### config.mk
export PLATFORM = sky130hd
export DESIGN_NAME = frame_mem_arbiter
export DESIGN_NICKNAME = d
export VERILOG_FILES = /design/src/rtl/frame_mem_arbiter.sv
export SDC_FILE = /design/constraint.sdc
export NUM_CORES = 1
export LEC_CHECK = 0
export CAP_MARGIN = 30
export CORE_AREA = 10 10 85 87
export DETAILED_ROUTE_END_ITERATION = 10
export DIE_AREA = 0 0 95 97
export PLACE_DENSITY = 0.71
export REMOVE_ABC_BUFFERS = 1
export SYNTH_ARGS = -nofsm -noshare
export SYNTH_HDL_FRONTEND = slang
export SYNTH_SLANG_ARGS = --single-unit
### constraint.sdc
create_clock -name clk -period 6.2 [get_ports clk]
set_input_delay 1.24 -clock clk [delete_from_list [all_inputs] [get_ports clk]]
set_output_delay 1.24 -clock clk [all_outputs]
set_load 0.02 [all_outputs]
### src/rtl/frame_mem_arbiter.sv
// rtl/frame_mem_arbiter.sv - single-port frame RAM arbiter for clean/draw writers and the star scanner
// Fixed priority clean > draw > scan by default; define MEMARB_RR_EN for round-robin winner selection.
module frame_mem_arbiter #(
  parameter int ADDR_W     = 15,
  parameter int DATA_W     = 3,
  parameter int MEM_DEPTH  = 19200,
  parameter int MAX_BURST  = 16,
  parameter int RD_LATENCY = 1
) (
  input  logic              clk,
  input  logic              reset,
  input  logic              clean_req,
  input  logic              clean_valid,
  input  logic [ADDR_W-1:0] clean_addr,
  input  logic [DATA_W-1:0] clean_data,
  output logic              clean_gnt,
  input  logic              draw_req,
  input  logic              draw_valid,
  input  logic [ADDR_W-1:0] draw_addr,
  input  logic [DATA_W-1:0] draw_data,
  output logic              draw_gnt,
  input  logic              scan_req,
  input  logic              scan_valid,
  input  logic [ADDR_W-1:0] scan_addr,
  output logic              scan_gnt,
  output logic [DATA_W-1:0] scan_rdata,
  output logic              scan_rvalid,
  output logic [ADDR_W-1:0] mem_addr,
  output logic [DATA_W-1:0] mem_data,
  output logic              mem_wren,
  input  logic [DATA_W-1:0] mem_q,
  output logic              err_oob
);

  typedef enum logic [1:0] {IDLE, OWN_CLEAN, OWN_DRAW, OWN_SCAN} state_t;

  localparam int CNT_W = $clog2(MAX_BURST + 1);
  localparam logic [ADDR_W:0] DEPTH_C = (ADDR_W + 1)'(MEM_DEPTH);

  state_t            state_q, state_d;
  logic [CNT_W-1:0]  burst_q;
  logic              burst_full;
  logic [2:0]        req_vec;
  logic [2:0]        cand;
  logic              own_req;
  logic              acc_valid, acc_wr, in_range, issue, oob;
  logic [ADDR_W-1:0] acc_addr;
  logic [DATA_W-1:0] acc_data;
  logic [RD_LATENCY:0] rd_pipe;

  function automatic state_t idx_state(input int idx);
    case (idx)
      0:       return OWN_CLEAN;
      1:       return OWN_DRAW;
      default: return OWN_SCAN;
    endcase
  endfunction

`ifdef MEMARB_RR_EN
  logic [1:0] last_q, last_eff;

  // Search order starts just after the most recent owner: clean -> draw -> scan -> clean.
  function automatic state_t pick_winner(input logic [2:0] c, input logic [1:0] last);
    state_t w;
    int     idx;
    w = IDLE;
    for (int k = 2; k >= 0; k--) begin
      idx = (int'(last) + 1 + k) % 3;
      if (c[idx]) w = idx_state(idx);
    end
    return w;
  endfunction

  always_comb begin
    case (state_q)
      OWN_CLEAN: last_eff = 2'd0;
      OWN_DRAW:  last_eff = 2'd1;
      OWN_SCAN:  last_eff = 2'd2;
      default:   last_eff = last_q;
    endcase
  end

  always_ff @(posedge clk) begin
    if (reset) last_q <= 2'd2;
    else       last_q <= last_eff;
  end
`else
  function automatic state_t pick_winner(input logic [2:0] c);
    state_t w;
    w = IDLE;
    for (int k = 2; k >= 0; k--) begin
      if (c[k]) w = idx_state(k);
    end
    return w;
  endfunction
`endif

  assign req_vec    = {scan_req, draw_req, clean_req};
  // burst_q counts owned cycles before the current one, so this fires on the MAX_BURST-th.
  assign burst_full = (burst_q >= CNT_W'(MAX_BURST - 1));

  always_ff @(posedge clk) begin
    if (reset) state_q <= IDLE;
    else       state_q <= state_d;
  end

  always_comb begin
    state_d = state_q;
    cand    = req_vec;
    own_req = 1'b0;
    case (state_q)
      OWN_CLEAN: begin own_req = clean_req; cand = req_vec & 3'b110; end
      OWN_DRAW:  begin own_req = draw_req;  cand = req_vec & 3'b101; end
      OWN_SCAN:  begin own_req = scan_req;  cand = req_vec & 3'b011; end
      default:   ;
    endcase
    if (state_q == IDLE || !own_req || (burst_full && |cand)) begin
`ifdef MEMARB_RR_EN
      state_d = pick_winner(cand, last_eff);
`else
      state_d = pick_winner(cand);
`endif
    end
  end

  always_comb begin
    clean_gnt = (state_q == OWN_CLEAN);
    draw_gnt  = (state_q == OWN_DRAW);
    scan_gnt  = (state_q == OWN_SCAN);
  end

  always_ff @(posedge clk) begin
    if (reset)                                            burst_q <= '0;
    else if (state_d != state_q)                          burst_q <= '0;
    else if (state_q != IDLE && burst_q != CNT_W'(MAX_BURST)) burst_q <= burst_q + 1'b1;
  end

  always_comb begin
    acc_valid = 1'b0;
    acc_wr    = 1'b0;
    acc_addr  = '0;
    acc_data  = '0;
    case (state_q)
      OWN_CLEAN: begin acc_valid = clean_valid; acc_wr = 1'b1; acc_addr = clean_addr; acc_data = clean_data; end
      OWN_DRAW:  begin acc_valid = draw_valid;  acc_wr = 1'b1; acc_addr = draw_addr;  acc_data = draw_data;  end
      OWN_SCAN:  begin acc_valid = scan_valid;  acc_addr = scan_addr; end
      default:   ;
    endcase
  end

  assign in_range = ({1'b0, acc_addr} < DEPTH_C);
  assign issue    = acc_valid & in_range;
  assign oob      = acc_valid & ~in_range;

  // mem_data only follows writes; reads leave the last written value on the bus.
  always_ff @(posedge clk) begin
    if (reset) begin
      mem_wren <= 1'b0;
      mem_addr <= '0;
      mem_data <= '0;
      err_oob  <= 1'b0;
    end else begin
      mem_wren <= issue & acc_wr;
      if (issue)          mem_addr <= acc_addr;
      if (issue & acc_wr) mem_data <= acc_data;
      if (oob)            err_oob  <= 1'b1;
    end
  end

  // Stage 0 marks the address register load; RAM data follows RD_LATENCY cycles later.
  always_ff @(posedge clk) begin
    if (reset) begin
      rd_pipe <= '0;
    end else begin
      rd_pipe[0] <= issue & ~acc_wr;
      for (int i = 1; i <= RD_LATENCY; i++) rd_pipe[i] <= rd_pipe[i-1];
    end
  end

  assign scan_rvalid = rd_pipe[RD_LATENCY];
  assign scan_rdata  = mem_q;

endmodule

# Word-level counts from Yosys, hierarchy flattened
# Index checks and enable logic that the tools add are counted.
# word_totals
reg_bits,29
inputBits,62
output_inout_bits,27
wordCells,41
# classes
addsub,1
n_lt_le_gt_ge,2
n_eq_ne,5
n_mux,10
n_bitwise,6
n_reduce_logical,10
# op_table
operator,count
15-bit case mux with 3 select lines,1
15-bit < comparator (second input constant),1
3-bit case mux with 3 select lines,1
2-bit 2-to-1 mux,4
1-bit case mux with 3 select lines,2
3-bit case mux with 2 select lines,1
5-bit by 1-bit adder with 5-bit output (second input constant),1
5-bit by 4-bit >= comparator with 1-bit output (second input constant),1
5-bit != test (second input constant),1
1-bit bitwise AND,4
2-bit == test (second input constant),2
2-bit OR reduction,2
3-bit OR reduction,1
2-bit by 1-bit == test with 1-bit output (second input constant),1
1-bit logical AND,2
2-bit zero test,1
1-bit logical OR,2
2-bit != test,1
1-bit inverter,2
2-bit nonzero test,1
1-bit zero test,1
1-bit 2-to-1 mux,1

# Longest topological paths before layout
# Gate-level depths: netlist of the first run.
# depth
depth_word,8
mapped_depth,9
ltp_nobuf,8

# Worst setup path after synthesis of the first run
# Ideal clock, no wire load.
# synth_timing
path_kind,input to register
from,in draw_addr[14]
to,reg mem_addr[0]
setup_ps,86
arrival_ps,2638
required_time_ps,6114
slack_ps,3476
stages,6
path_cell_list,a222oi_1 > nor3_1 > a211oi_4 > buf_6 > nor2_1 > a211oi_1
# synth_between
elab_chain_len,3
# synth_rtl
item,line,text
from (decl),19,"input logic [ADDR_W-1:0] draw_addr,"
15-bit case mux with 3 select lines,143,case (state_q)
15-bit < comparator,151,"assign in_range = ({1'b0, acc_addr} < DEPTH_C);"
1-bit bitwise AND,152,assign issue = acc_valid & in_range;
to (signal assigned),164,if (issue) mem_addr <= acc_addr;
to (decl),28,"output logic [ADDR_W-1:0] mem_addr,"
# No other way between the ends.
# A chain may end at the register's enable or synchronous reset.

# Worst setup path in the final report of the first run
# layout_timing
from,reg state_q[1]
to,out clean_gnt
# layout_between
elab_chain_len,1
# layout_rtl
item,line,text
from (decl),40,"state_t state_q, state_d;"
from (signal assigned),104,else state_q <= state_d;
2-bit by 1-bit == test with 1-bit output,127,clean_gnt = (state_q == OWN_CLEAN);
to (decl),16,"output logic clean_gnt,"
# No other way between the ends.

==> reports/metrics.yaml, run 1 <==
synth_seq_cells: 29
synth.largest_area_cell: "dfxtp_1"
die_w_um: 95
core_sq_um: 5470
stdcell_area_sq_um: 2470
period_share_pct: 56.8
hold_violations: 0
crit_path_end: "clean_gnt"
synth.cell_area_sq_um: 1530
critPathMaxFanout: 24
synth-edff-count: 0
reg2regPathDepth: 8
relSlewSlack_pct: 39.2
place_hpwl_mm: 4.18
cp-start-kind: "register"
maxCapViolCount: 0
io_buffers: 82
syn_avg_cell_area_sq_um: 9.12
ff2ff_setup_slack_ns: 3.06
rows: 27
drt_iter0_drc: 128
cp.required_ns: 4.96
synth_top_area_share_pct: 37.9
htreeDepth: 2
io_pins: 89
skew_ns: 0.00709
holdWs_ns: 0.444
cp.arrival_ns: 2.28
crit_start: "state_q[1]"
grt_pass1_vias: 1597
grt-ovfl-total: 0
wl_per_cell_um: 16.9
yosysWarnings: 0
cts_buffers: 5
cts-root-buf: "clkbuf_8"
via_per_inst: 5.16
post-cts-setup-buffer-count: 0
internal_power_mw: 0.422
antenna_found_initial: 0
synthDistinctLibCells: 41
drt-total-wl_mm: 5.33
crit_path_end_kind: "output port"
leakage_nw: 0.840
async_flop_share_pct: 0
pwr-share-seq_pct: 33.8
postCtsHoldBufs: 0
diodes: 0
ys_seq_area_share_pct: 37.9
ys.flop_type: "dfxtp_1"
clkTransAtPathRegs_ns: 0.06
p_switching_mw: 0.241
clk_latency_ns: 0.28
rsz0062_at_grt: "no"
power_mw: 0.662
drive_gt1_share_pct: 5.33
layout.cells.non_filler: 316
placed_cells: 308
area_growth_syn_to_layout_pct: 61.1
cts_tree: "done"
routabilityCongestion: 0.836
placed_cell_area_sq_um: 2390
outcome: "completed"
r2r_start: "state_q[1]"
die_area_sq_um: 9220
swShare_pct: 36.3
fin_setup_tns_ns: 0
fp.dieH_um: 97
synth_area_leaders: "dfxtp_1 38%, a222oi_1 11%, a211oi_1 7.8%"
antenna_left: 0
dr.pass1.iters: 5
synthCells: 168
crit_type: "reg -> out"
period_minus_slack_ns: 3.52
drc: 0
grt_max_degree: 25
tightestPinTransition_ns: 0.913
clock_power_share_pct: 22.5
peakVddDrop_mv: 0.109
cts.path.max_buffers: 2
clock_sinks: 29
initial_utilization_pct: 28.0
setup_viol: 0
cts_resized: 0
drv_slew: 0
power.density_nw_per_um2: 268
timing.fmax_ghz: 0.284
nets: 313
track_usage_pct: 10.8
min_path_type: "reg -> reg"
grt_pass1_wl_mm: 8.09
combPwrFrac_pct: 43.7
r2r_end: "mem_addr[2]"
dr_total_vias: 1632
## cell families (layout without fill, tap and decap cells)
logic type               after synthesis  after routing  share of synthesized area (%)
flip-flops                            29             29                           37.9
AND/OR/NAND/NOR                       43             43                           12.9
AO/OA/AOI/OAI                         59             59                           31.8
multiplexers                           1              1                          0.653
buffers and inverters                 24            100                           7.92
XOR/XNOR                               4              4                           2.29
adder cells (fa/ha/maj)                8              8                           6.53
## layer usage
metal | global-route usage, % | up-vias | wire length (um)
li1 | - | 804 | -
met1 | 13.1 | 746 | 2370
met2 | 17.1 | 78 | 2300
met3 | 4.86 | 4 | 630
met4 | 2.40 | 0 | 27
met5 | 0 | - | 0
## power groups by stage
stage / registers [mW] / clock network [mW] / logic (mW)
3_3_place_gp: 0.227 / 0 / 0.283
3_5_place_dp: 0.228 / 0 / 0.290
2_1_floorplan: 0.247 / 0 / 0.143
6_report: 0.224 / 0.149 / 0.290
4_1_cts: 0.224 / 0.153 / 0.291
5_1_grt: 0.226 / 0.162 / 0.316
## stage by stage
step | utilization (%) | setup WS (ns)
floorplan | - | 3.06
CTS | 45.1 | 2.65
finish | 45.1 | 2.68
global placement | 43.0 | 2.30
detailed placement | 43.6 | 2.49
global route | 45.1 | 2.52
## flip-flops by register name (all words and copies together) (netlist names)
name / cells
err_oob: 1
state_q: 2
burst_q: 5
mem_addr: 15
rd_pipe: 2
mem_data: 3
mem_wren: 1
## cell usage in the layout (no fill, tap or decap), drive strengths merged, types with 2 or more instances in the layout
cell and instances:
inv 7, a222oi 17, a211oi 17, nor3 5, xnor2 3, a21oi 7, clkinv 2, nand4 2
nor2 24, clkdlybuf4s50 82, clkbuf 6, ha 8, a22oi 4, a311oi 3, dfxtp 29, o31ai 2
nand2 3, o21ai 2, buf 3
## cells in the mapped netlist, drive strengths merged, types with 2 or more instances
master,number
inv,7
buf,10
o31ai,2
a222oi,17
nor2,24
ha,8
nand4,2
nand2,3
o21ai,2
a21oi,7
xnor2,3
a22oi,4
dfxtp,29
a211oi,17
a311oi,3
clkbuf,7
nor3,5
## critical path, cell delays in order (launching register included)
cell and delay [ns]:
dfxtp_1 0.34, inv_1 0.13, ha_1 0.77, clkdlybuf4s50_1 0.76
## how the worst min path moves through the flow
stage               startpoint    endpoint  cells after the start
finish              rd_pipe[0]  rd_pipe[1]                      1
global route        rd_pipe[0]  rd_pipe[1]                      1
CTS                 rd_pipe[0]  rd_pipe[1]                      1
detailed placement  rd_pipe[0]  rd_pipe[1]                      1
global placement    rd_pipe[0]  rd_pipe[1]                      1
floorplan           rd_pipe[0]  rd_pipe[1]                      1
## area by class of cell
| class | count | area, sq um |
|---|---|---|
| clock buffers | 6 | 72.6 |
| fillers | 535 | 3000 |
| repair buffers | 85 | 858 |
| clock inverters | 2 | 10.0 |
| inverters | 7 | 26.3 |
| well taps | 72 | 90.1 |
| flip-flops and latches | 29 | 581 |
| multi-input cells | 115 | 831 |
Power figures use the tool's default switching activity.
==> run 2, diff against run 1 <==
--- a/config.mk
+++ b/config.mk
@@ -9,7 +9,7 @@
 export CORE_AREA = 10 10 85 87
 export DETAILED_ROUTE_END_ITERATION = 10
 export DIE_AREA = 0 0 95 97
-export PLACE_DENSITY = 0.71
+export PLACE_DENSITY = 0.73
 export REMOVE_ABC_BUFFERS = 1
 export SYNTH_ARGS = -nofsm -noshare
 export SYNTH_HDL_FRONTEND = slang
==> constraint.sdc (replaced) <==
create_clock -name clk -period 3.05 [get_ports clk]
set_input_delay 0.61 -clock clk [delete_from_list [all_inputs] [get_ports clk]]
set_output_delay 0.61 -clock clk [all_outputs]
set_load 0.02 [all_outputs]
==> run 2 against run 1 <==
  * Clock-buffer cell count rose by 1
  * Cell count rose by 2.2%
  * Die area did not move
  * Critical path type unchanged
==> reports/metrics.yaml, run 2 (synthesis results as in run 1) <==
via_per_inst: 5.23  # was 5.16
drv_slew: 0  # unchanged
nets: 320  # was 313
crit_path_end_kind: "output port"  # unchanged
dr_total_vias: 1689  # was 1,632
postCtsHoldBufs: 0  # unchanged
grt_max_degree: 23  # was 25
ff2ff_setup_slack_ns: 0.15  # was 3.06 ns
clkTransAtPathRegs_ns: 0.06  # about the same
cp-start-kind: "register"  # unchanged
core_sq_um: 5470  # unchanged
timing.fmax_ghz: 0.345
initial_utilization_pct: 28.0  # unchanged
tightestPinTransition_ns: 0.803  # was 0.913 ns
dr.pass1.iters: 4  # was 5
hold_violations: 0  # unchanged
drt_iter0_drc: 101  # was 128
reg2regPathDepth: 9  # was 8
r2r_end: "mem_data[2]"  # was mem_addr[2]
routabilityCongestion: 0.863  # was 0.836
leakage_nw: 0.884  # was 0.840 nW
dpl_worst_slack_ns: 0.227  # was 2.49 ns
relSlewSlack_pct: 46.3  # was 39.2%
cp.arrival_ns: 2.29  # was 2.28 ns
io_pins: 89  # unchanged
cts_tree: "done"  # unchanged
clock_sinks: 29  # unchanged
fin_setup_tns_ns: 0  # unchanged
cts_resized: 0  # unchanged
period_minus_slack_ns: 2.90
grt_pass1_wl_mm: 8.12  # was 8.09 mm
min_path_type: "reg -> reg"  # unchanged
fin_ws_ns: 0.155  # was 2.68 ns
post-cts-setup-buffer-count: 0  # unchanged
diodes: 0  # unchanged
area_growth_syn_to_layout_pct: 65.7  # was 61.1%
antenna_left: 0  # unchanged
clk_latency_ns: 0.27  # was 0.28 ns
power.density_nw_per_um2: 576  # was 268 nW/um^2
p_switching_mw: 0.484  # was 0.241 mW
layout_common_cells: "82 x clkdlybuf4s50_1, 29 x dfxtp_1, 24 x nor2_1"  # unchanged
rows: 27  # unchanged
use_met3_pct: 4.78  # was 4.86%
min_to: "rd_pipe[1]"  # unchanged
largest_reg_flops: 15  # unchanged
fp.dieH_um: 97  # unchanged
cp.required_ns: 2.44  # was 4.96 ns
maxCapViolCount: 0  # unchanged
wl_per_cell_um: 16.4  # was 16.9 um
busiest_layer: "met2"  # unchanged
fin_util_pct: 46.4  # was 45.1%
final_common_cell: "clkdlybuf4s50_1"  # unchanged
holdWs_ns: 0.444  # about the same
use_met2_pct: 16.7  # was 17.1%
cts-root-buf: "clkbuf_8"  # unchanged
met1_usage_pct: 12.8  # was 13.1%
cts_buffers: 5  # unchanged
largestRegisters: "mem_addr: 15 flops, burst_q: 5 flops, mem_data: 3 flops"  # unchanged
peakVddDrop_mv: 0.184  # was 0.109 mV
clock_power_share_pct: 27.5  # was 22.5%
grt-ovfl-total: 0  # unchanged
period_share_pct: 94.9
outcome: "completed"  # unchanged
die_w_um: 95  # unchanged
htreeDepth: 2  # unchanged
cts.path.max_buffers: 2  # unchanged
hold_path_depth: 1  # unchanged
crit_type: "reg -> out"  # unchanged
drive_gt1_share_pct: 7.97  # was 5.33%
internal_power_mw: 0.981  # was 0.422 mW
die_area_sq_um: 9220  # unchanged
grt_pass1_vias: 1640  # was 1,597
place_hpwl_mm: 4.20  # was 4.18 mm
setup_viol: 0  # unchanged
skew_ns: 0.00585  # was 0.00709 ns
antenna_found_initial: 0  # unchanged
hp-start: "rd_pipe[0]"  # unchanged
drc: 0  # unchanged
io_buffers: 82  # unchanged
critPathMaxFanout: 18  # was 24
r2r_start: "state_q[0]"  # was state_q[1]
combPwrFrac_pct: 41.5  # was 43.7%
track_usage_pct: 10.8  # about the same
drt-total-wl_mm: 5.31  # was 5.33 mm
max_flop_register: "mem_addr"  # unchanged
rsz0062_at_grt: "no"  # unchanged
swShare_pct: 33.0  # was 36.3%
pwr-share-seq_pct: 31.0  # was 33.8%
## run 2: cell count changes in the layout (fill, tap and decap cells not counted)
| cell | previous run | this run |
|---|---|---|
| clkbuf_8 | 5 | 6 |
| buf_4 | 1 | 10 |
| buf_8 | 2 | 0 |
| clkinv_2 | 2 | 0 |
| bufinv_16 | 0 | 1 |
## run 2: worst max-delay path, cell delays in order, from the launching register on
cell,delay [ns]
dfxtp_1,0.34
inv_1,0.14
ha_1,0.65
buf_4,0.27
clkdlybuf4s50_1,0.61
## run 2: area by class of cell
cell class,count,area [sq um]
fillers,517,2930
repair buffers,92,896
multi-input cells,115,831
flip-flops and latches,29,581
well taps,72,90.1
clock buffers,7,86.3
clock inverters,1,30.0
inverters,7,26.3
## run 2: worst max path at each step
stage	from	to	slack (ns)	cells past startpoint
6_report	state_q[1]	clean_gnt	0.15	4
5_1_grt	state_q[0]	mem_data[2]	0.02	9
4_1_cts	state_q[1]	clean_gnt	0.15	4
3_5_place_dp	state_q[0]	mem_data[1]	0.23	9
3_3_place_gp	draw_addr[9]	mem_data[0]	0.34	7
2_1_floorplan	state_q[0]	mem_data[0]	0.12	7
## run 2: power by group through the flow
stage	combinational (mW)	clock, mW	sequential, mW
6_report	0.607	0.403	0.454
5_1_grt	0.665	0.421	0.460
4_1_cts	0.610	0.413	0.454
3_5_place_dp	0.608	0	0.462
3_3_place_gp	0.599	0	0.461
2_1_floorplan	0.291	0	0.502
## run 2: per-layer routing
metal  vias up  share of wire (%)
met3         8                 12
met1       780                 44
li1        816                  -
met4         0                1.1
met5         -                  0
met2        85                 43
## run 2: metrics by stage
step / power (mW) / instances / instance area, sq um
2_1_floorplan: 0.793 / 151 / 1440
3_3_place_gp: 1.06 / 315 / 2420
3_5_place_dp: 1.07 / 315 / 2420
4_1_cts: 1.48 / 323 / 2540
5_1_grt: 1.55 / 323 / 2540
6_report: 1.46 / 323 / 2540
==> run 3, diff against run 2 <==
--- a/config.mk
+++ b/config.mk
@@ -5,7 +5,6 @@
 export SDC_FILE = /design/constraint.sdc
 export NUM_CORES = 1
 export LEC_CHECK = 0
-export CAP_MARGIN = 30
 export CORE_AREA = 10 10 85 87
 export DETAILED_ROUTE_END_ITERATION = 10
 export DIE_AREA = 0 0 95 97
==> results of run 3 <==
Same layout as run 2: the final DEF is identical, and so are final timing and power.
